## src/rtl/bw_clk_cl_hdr_seq.sv

```systemverilog
// ---------------------------------------------------------------------------
// bw_clk_cl_hdr_seq
//   Multi-cluster clock-header sequencer. It walks the per-cluster clock
//   enables towards the requested pattern. Only one enable changes per
//   STAGGER cycles, which limits di/dt when clusters power up or down.
//   Each cluster gets a delayed synchronous reset release and a debug-init
//   that lags that release by one cycle. The enable registers form a scan
//   chain.
//
// Ports
//   gclk            global clock, all state on its rising edge
//   grst            synchronous active-high reset (beats se and all inputs)
//   cken_req        requested enable per cluster
//   grst_req_l      global reset request, active-low
//   gdbginit_l      global debug-init, active-low
//   se, si          scan enable / scan in
//   cluster_cken    registered cluster clock enables
//   cluster_grst_l  registered per-cluster reset, active-low
//   dbginit_l       registered per-cluster debug-init, active-low
//   seq_busy        sequencer holding off, or a request is pending
//   so              scan out (cluster_cken[NCLK-1])
// ---------------------------------------------------------------------------
module bw_clk_cl_hdr_seq #(
    parameter int NCLK    = 4,
    parameter int STAGGER = 4,
    parameter int RST_DLY = 8,
    parameter int CNT_W   = 8
) (
    input  logic            gclk,
    input  logic            grst,
    input  logic [NCLK-1:0] cken_req,
    input  logic            grst_req_l,
    input  logic            gdbginit_l,
    input  logic            se,
    input  logic            si,
    output logic [NCLK-1:0] cluster_cken,
    output logic [NCLK-1:0] cluster_grst_l,
    output logic [NCLK-1:0] dbginit_l,
    output logic            seq_busy,
    output logic            so
);

    localparam int PTR_W = $clog2(NCLK);

    localparam logic [0:0] IDLE = 1'b0;
    localparam logic [0:0] HOLD = 1'b1;

    logic [0:0]       state;
    logic [CNT_W-1:0] stag_cnt;
    logic [PTR_W-1:0] ptr;
    logic [CNT_W-1:0] rc [NCLK];

    logic [NCLK-1:0]  mm;
    logic             found;
    logic [PTR_W-1:0] sel;
    logic [PTR_W-1:0] ptr_nxt;
    logic [NCLK-1:0]  cken_nxt;
    logic             serve;

    assign mm       = cken_req ^ cluster_cken;
    assign seq_busy = (state == HOLD) | (|mm);
    assign so       = cluster_cken[NCLK-1];
    assign serve    = !se && (state == IDLE) && (|mm);

    // Round-robin pick: first mismatching cluster at or after ptr, wrapping.
    always_comb begin
        logic [PTR_W:0] sum;
        found = 1'b0;
        sel   = '0;
        sum   = '0;
        for (int k = 0; k < NCLK; k++) begin
            sum = {1'b0, ptr} + (PTR_W+1)'(k);
            if (sum >= (PTR_W+1)'(NCLK)) begin
                sum = sum - (PTR_W+1)'(NCLK);
            end
            if (!found && mm[sum[PTR_W-1:0]]) begin
                found = 1'b1;
                sel   = sum[PTR_W-1:0];
            end
        end
    end

    always_comb begin
        ptr_nxt = (sel == PTR_W'(NCLK-1)) ? '0 : sel + PTR_W'(1);
    end

    // Enable value this edge will load; the reset counters qualify on it so a
    // cluster's reset asserts on the same edge its enable falls.
    always_comb begin
        cken_nxt = cluster_cken;
        if (se) begin
            cken_nxt = {cluster_cken[NCLK-2:0], si};
        end else if (serve) begin
            cken_nxt[sel] = ~cluster_cken[sel];
        end
    end

    // Stage: sequencer FSM and enable registers
    always_ff @(posedge gclk) begin
        if (grst) begin
            state        <= IDLE;
            stag_cnt     <= '0;
            ptr          <= '0;
            cluster_cken <= '0;
        end else begin
            cluster_cken <= cken_nxt;
            if (!se) begin
                case (state)
                    IDLE: begin
                        if (serve) begin
                            ptr <= ptr_nxt;
                            if (STAGGER > 1) begin
                                stag_cnt <= CNT_W'(STAGGER - 1);
                                state    <= HOLD;
                            end
                        end
                    end
                    HOLD: begin
                        stag_cnt <= stag_cnt - CNT_W'(1);
                        if (stag_cnt == CNT_W'(1)) begin
                            state <= IDLE;
                        end
                    end
                    default: state <= IDLE;
                endcase
            end
        end
    end

    // Stage: per-cluster reset delay counters and reset release
    always_ff @(posedge gclk) begin
        if (grst) begin
            for (int i = 0; i < NCLK; i++) begin
                rc[i] <= '0;
            end
            cluster_grst_l <= '0;
        end else if (!se) begin
            for (int i = 0; i < NCLK; i++) begin
                if (!cken_nxt[i] || !grst_req_l) begin
                    rc[i]             <= '0;
                    cluster_grst_l[i] <= 1'b0;
                end else if (rc[i] != CNT_W'(RST_DLY)) begin
                    rc[i] <= rc[i] + CNT_W'(1);
                    if (rc[i] + CNT_W'(1) == CNT_W'(RST_DLY)) begin
                        cluster_grst_l[i] <= 1'b1;
                    end
                end
            end
        end
    end

    // Stage: debug-init, one cycle behind the reset release
    always_ff @(posedge gclk) begin
        if (grst) begin
            dbginit_l <= '0;
        end else begin
            dbginit_l <= cluster_grst_l & {NCLK{gdbginit_l}};
        end
    end

endmodule

```

## config.mk

```make
export PLATFORM = sky130hd
export DESIGN_NAME = bw_clk_cl_hdr_seq
export DESIGN_NICKNAME = d
export VERILOG_FILES = /design/src/rtl/bw_clk_cl_hdr_seq.sv
export SDC_FILE = /design/constraint.sdc
export NUM_CORES = 1
export LEC_CHECK = 0
export CORE_MARGIN = 2
export CORE_UTILIZATION = 59
export DETAILED_ROUTE_END_ITERATION = 10
export PLACE_DENSITY = 0.86
export SETUP_SLACK_MARGIN = 0.02
export SYNTH_ARGS = -nofsm -noshare
export SYNTH_HDL_FRONTEND = slang
export SYNTH_SLANG_ARGS = --single-unit
```

## constraint.sdc

```tcl
create_clock -name gclk -period 3.07 [get_ports gclk]
set_input_delay 0.614 -clock gclk [delete_from_list [all_inputs] [get_ports gclk]]
set_output_delay 0.614 -clock gclk [all_outputs]
set_load 0.01 [all_outputs]
```

* Word-level counts from Yosys, hierarchy flattened
Memories as Yosys holds them, arrays and structs flattened. Index checks and enable logic that the tools add are counted.
Operators by class: add/sub/neg operators 13, order comparisons 10, equal/unequal tests 11, mux-type cells 90, bitwise operators 14, reductions and logical operators 34
Operator list (count):
- $mux 8 | 9
- $mux 1 | 61
- $add 8x1->8 const B | 4
- $eq 8x4->1 const B | 4
- $ne 8x4->1 const B | 4
- $mux 2 | 9
- $pmux 8 s2 | 1
- $reduce_bool 2->1 | 8
- $lt 2x3->1 const B | 5
- $reduce_and 3->1 | 5
- $bmux 1 s2 | 5
- $ge 3x3->1 const B | 3
- $logic_not 1->1 | 9
- $or 1x1->1 | 9
- $eq 8x1->1 const B | 1
- $mux 4 | 2
- $sub 2x1->2 const B | 4
- $sub 8x1->8 const B | 1
- $add 2x2->3 const B | 2
- $logic_and 1x1->1 | 6
- $and 4x4->4 | 1
- $bwmux 4 | 1
- $logic_or 1x1->1 | 4
- $reduce_or 4->1 | 1
- other kinds (11) | 13
Word-level totals: flip-flop bits (word level) 23, RAM bits 32, input port bits 10, output and inout port bits 14, word-level logic and storage cells 182, memories 1
Memory list:
- rc | words 4, bits a word 8, rd ports 4, clocked after memory_dff 0, wr ports 4, RTL line 51 | logic [CNT_W-1:0] rc [NCLK];

* Depth between registers and ports, before layout
depth in word-level cells 29, depth in mapped cells 11, gate-level depth less buffers 10

* Worst setup path before layout
Ideal clock, no wire load.
path kind input to register, from in cken_req[3], to mem rc[2][0], enable pin, arrival time 2.434 ns, required time 2.740 ns, setup slack 0.306 ns, stages on the path 8, buffers on the path 0, path through xnor2_1 -> nand2_1 -> a211o_1 -> and2_1 -> ha_1 -> a221oi_1 -> or3_1 -> o21a_1
RTL lines:
- start, declared | RTL line 31 | input logic [NCLK-1:0] cken_req,
- end, declared | RTL line 51

==> key figures <==
Outcome
  – Outcome: completed

Worst hold path
  – HP Class: reg -> reg
  – Hold Crit Start: cluster_grst_l[0]$_SDFFE_PP0P_
  – WHS Endpoint: dbginit_l[0]$_SDFF_PP0_
  – Hold path cells: 1

Synth
  – Syn avg cell area: about 9.4 sq um
  – Seq/Total Area, Yosys: 43.96%
  – Synth area leaders: edfxtp_1 (30%), dfxtp_1 (14%), nor2_1 (7.9%)
  – Synth top area share: 29.72%
  – Syn Nets: 368
  – Synth area leader: edfxtp_1
  – Yosys reg bits: 55
  – Synth Instances: 344
  – Synthesized cell area: approximately 3200 sq um
  – Synth Warn #: 0
  – Yosys cell types: 46

Place
  – Post-place instance area: 3745 sq um
  – Port-buffer cells: 23
  – Final Wtd Congestion: 0.8555
  – Post-DP HPWL: 4.798 mm

Route
  – Average vias per placed instance: between 5 and 6
  – First-iteration detailed-routing DRC count: between 150 and 200
  – WL per Instance: 13.98 um
  – Antenna-violating nets left: 0
  – Routed vias: 2599
  – Post-route DRC: 0
  – Routed WL: 6.488 mm
  – First-pass DRT Iterations: 5

Floorplan
  – Die Width: roughly 78 um
  – Core area: roughly 5200 sq um
  – IO Count: 24
  – FP Rows: 26
  – Die footprint: 6088 sq um
  – DIE HEIGHT: 78.03 um
  – Initial Utilization: between 60% and 70%

Setup path
  – Critical Path RT: 3150 ps
  – R2R Setup Slk: 320 ps
  – FF-to-FF path depth: 8
  – CP startpoint kind: primary input
  – Setup CP Type: in -> reg
  – Worst r2r src: cluster_cken[1]$_SDFF_PP0_
  – RR Endpoint: rc[2][4]$_SDFFCE_PN0P_
  – Critical path arrival: 2960 ps
  – Crit path max fanout: 10
  – Crit end category: register

Cells and area
  – Commonest cells after routing, fill and taps aside: nor2_1 (68), edfxtp_1 (32), nand2_1 (31), buf_4 (27), dfxtp_1 (23)
  – P&R area growth vs syn: 19.93%
  – Commonest non-fill, non-tap cell in the layout: nor2_1
  – Fillers: between 300 and 400
  – Layout cells sized above 1: 12.94%
  – Design area: a little under 4000 sq um
  – Ant. Diodes: 0
  – Fin nets: approximately 420

Pwr
  – LEAKAGE: about 0.0014 uW
  – PnR Total Power: 1836 uW
  – PwrDens: 473.4 nW/um^2
  – Peak supply drop: approximately 240 uV

GRT
  – Initial antenna violation count: 0
  – Vias in the first global route: 2511
  – First-pass GRT wire length: 10.70 mm
  – Total GRT Usage: 22.01%
  – Grt ovf: 0
  – Largest net degree at the start of global routing: 19

Run
  – Max_cap viols: 0

Clock network
  – Htree depth: 2
  – Max clock buf depth: 2
  – CTS tree: yes
  – CTS Buf Count: 5
  – Clk sinks: 55
  – Clock latency on the worst-skew pair: 310 ps
  – Clock Pin Slew Worst Setup and Hold Paths: 90 ps
  – Hold Buf Count CTS: 0
  – Root buffer cell: clkbuf_8

Timing
  – Count of final hold-check violations: 0
  – Setup Skew: 5.709 ps
  – Tmin final: 2880 ps
  – Final Max Tran Viols: 0
  – FMAX: 0.3472 GHz
  – Hold slack: slightly below 500 ps
  – Relative slew slack: 60.09%
  – Fin crit share: 93.81%
  – RSZ-0062 raised after global routing: no
  – Slew at the pin closest to its max-slew limit: 596.0 ps
  – Post-route setup TNS: 0 ps
  – Final setup fails: 0
[routing by layer]
metal | share of wire (%) | GRT usage (%) | wire, um | vias up
li1 | - | - | - | 1301
met1 | 45 | 27.69 | 2896 | 1227
met2 | 49 | 36.55 | 3161 | 57
met3 | 4.6 | 4.368 | 296 | 14
met4 | 2.1 | 10.35 | 134 | 0
met5 | 0 | 0 | 0 | -
[worst max-delay path by stage]
stage	start	endpoint	slack, ps	cells past startpoint
floorplan	cken_req[3]	rc[2][0]$_SDFFCE_PN0P_	310	8
global placement	cken_req[3]	rc[3][3]$_SDFFCE_PN0P_	-400	9
detailed placement	cken_req[3]	rc[3][5]$_SDFFCE_PN0P_	-500	9
CTS	cken_req[0]	rc[2][2]$_SDFFCE_PN0P_	60	9
global route	cken_req[3]	rc[3][5]$_SDFFCE_PN0P_	40	9
finish	cken_req[3]	rc[3][5]$_SDFFCE_PN0P_	190	9
[state kept, by name (all words and copies together), names as in the netlist]
signal / cells
rc: 32
cluster_cken: 4
stag_cnt: 8
state: 1
cluster_grst_l: 4
ptr: 2
dbginit_l: 4
[kinds of logic (layout without fill, tap and decap cells)]
| family | Yosys count | after routing | share of synthesized area, % |
|---|---|---|---|
| muxes | 2 | 2 | 0.7739 |
| xor gates and xnor gates | 36 | 36 | 9.985 |
| adders and majority gates | 14 | 14 | 5.418 |
| DFF | 55 | 55 | 43.96 |
| buffers and inverters | 27 | 77 | 3.483 |
| AOI/OAI and AO/OA | 34 | 34 | 10.26 |
| and+or+nand+nor | 176 | 176 | 26.12 |
[per-stage QoR]
step                      util [%]  worst slack [ps]  cells
after CTS                    73.61             55.80    464
after floorplan                  -             306.3    344
after global routing         74.50             44.11    464
after detailed placement     71.95            -501.2    456
final                        74.50             189.9    464
after global placement       71.95            -398.4    456
[cell usage after synthesis (all sizes together)]
| library cell | instances |
|---|---|
| o21a | 1 |
| a31oi | 4 |
| or2 | 2 |
| nand2 | 31 |
| nor2b | 9 |
| nor2 | 68 |
| dfxtp | 23 |
| edfxtp | 32 |
| buf | 4 |
| a21oi | 3 |
| nand4 | 2 |
| or3 | 9 |
| xor2 | 18 |
| a221oi | 4 |
| inv | 17 |
| a2111oi | 1 |
| o21ai | 2 |
| and2 | 5 |
| o41a | 3 |
| o2bb2ai | 2 |
| o211a | 1 |
| and4 | 1 |
| xnor2 | 18 |
| o22ai | 4 |
| nor4b | 7 |
| or4 | 2 |
| nand3 | 23 |
| nor3 | 5 |
| a211o | 2 |
| a211oi | 2 |
| mux2i | 1 |
| o2111ai | 3 |
| mux2 | 1 |
| nor4 | 6 |
| ha | 14 |
| nand2b | 3 |
| nand3b | 1 |
| nor3b | 2 |
| clkbuf | 6 |
| o21bai | 2 |
[power by group]
part           total, uW  internal (uW)  switching [uW]  leakage [uW]
Combinational        547            270             277      0.000835
Clock                382            157             224     0.0000426
Sequential           907            832            75.5      0.000544
[layout make-up]
class / count / area [sq um] / share of cell area (%)
inverters: 17 / 63.81 / 1.646
clock inverters: 2 / 8.758 / 0.2259
flip-flops and latches: 55 / 1421 / 36.66
repair buffers: 52 / 480.5 / 12.39
multi-input cells: 262 / 1743 / 44.95
well taps: 70 / 87.58 / 2.259
clock buffers: 6 / 72.57 / 1.872
[timing repair]
| action | CTS | global route |
|---|---|---|
| gates resized for setup | 1 | 9 |
| setup buffers | 0 | 0 |
| setup endpoints to repair | 17 | 48 |
| pin swaps | 0 | 3 |
[critical path: stages]
cell             delay, ps
clkdlybuf4s50_1        440
xnor2_1                150
buf_4                  160
nand4_1                 90
nor3b_2                530
nand2_1                270
o211a_2                220
o41a_1                 310
buf_4                  180
Note: power is estimated with default switching activity, not from simulation.
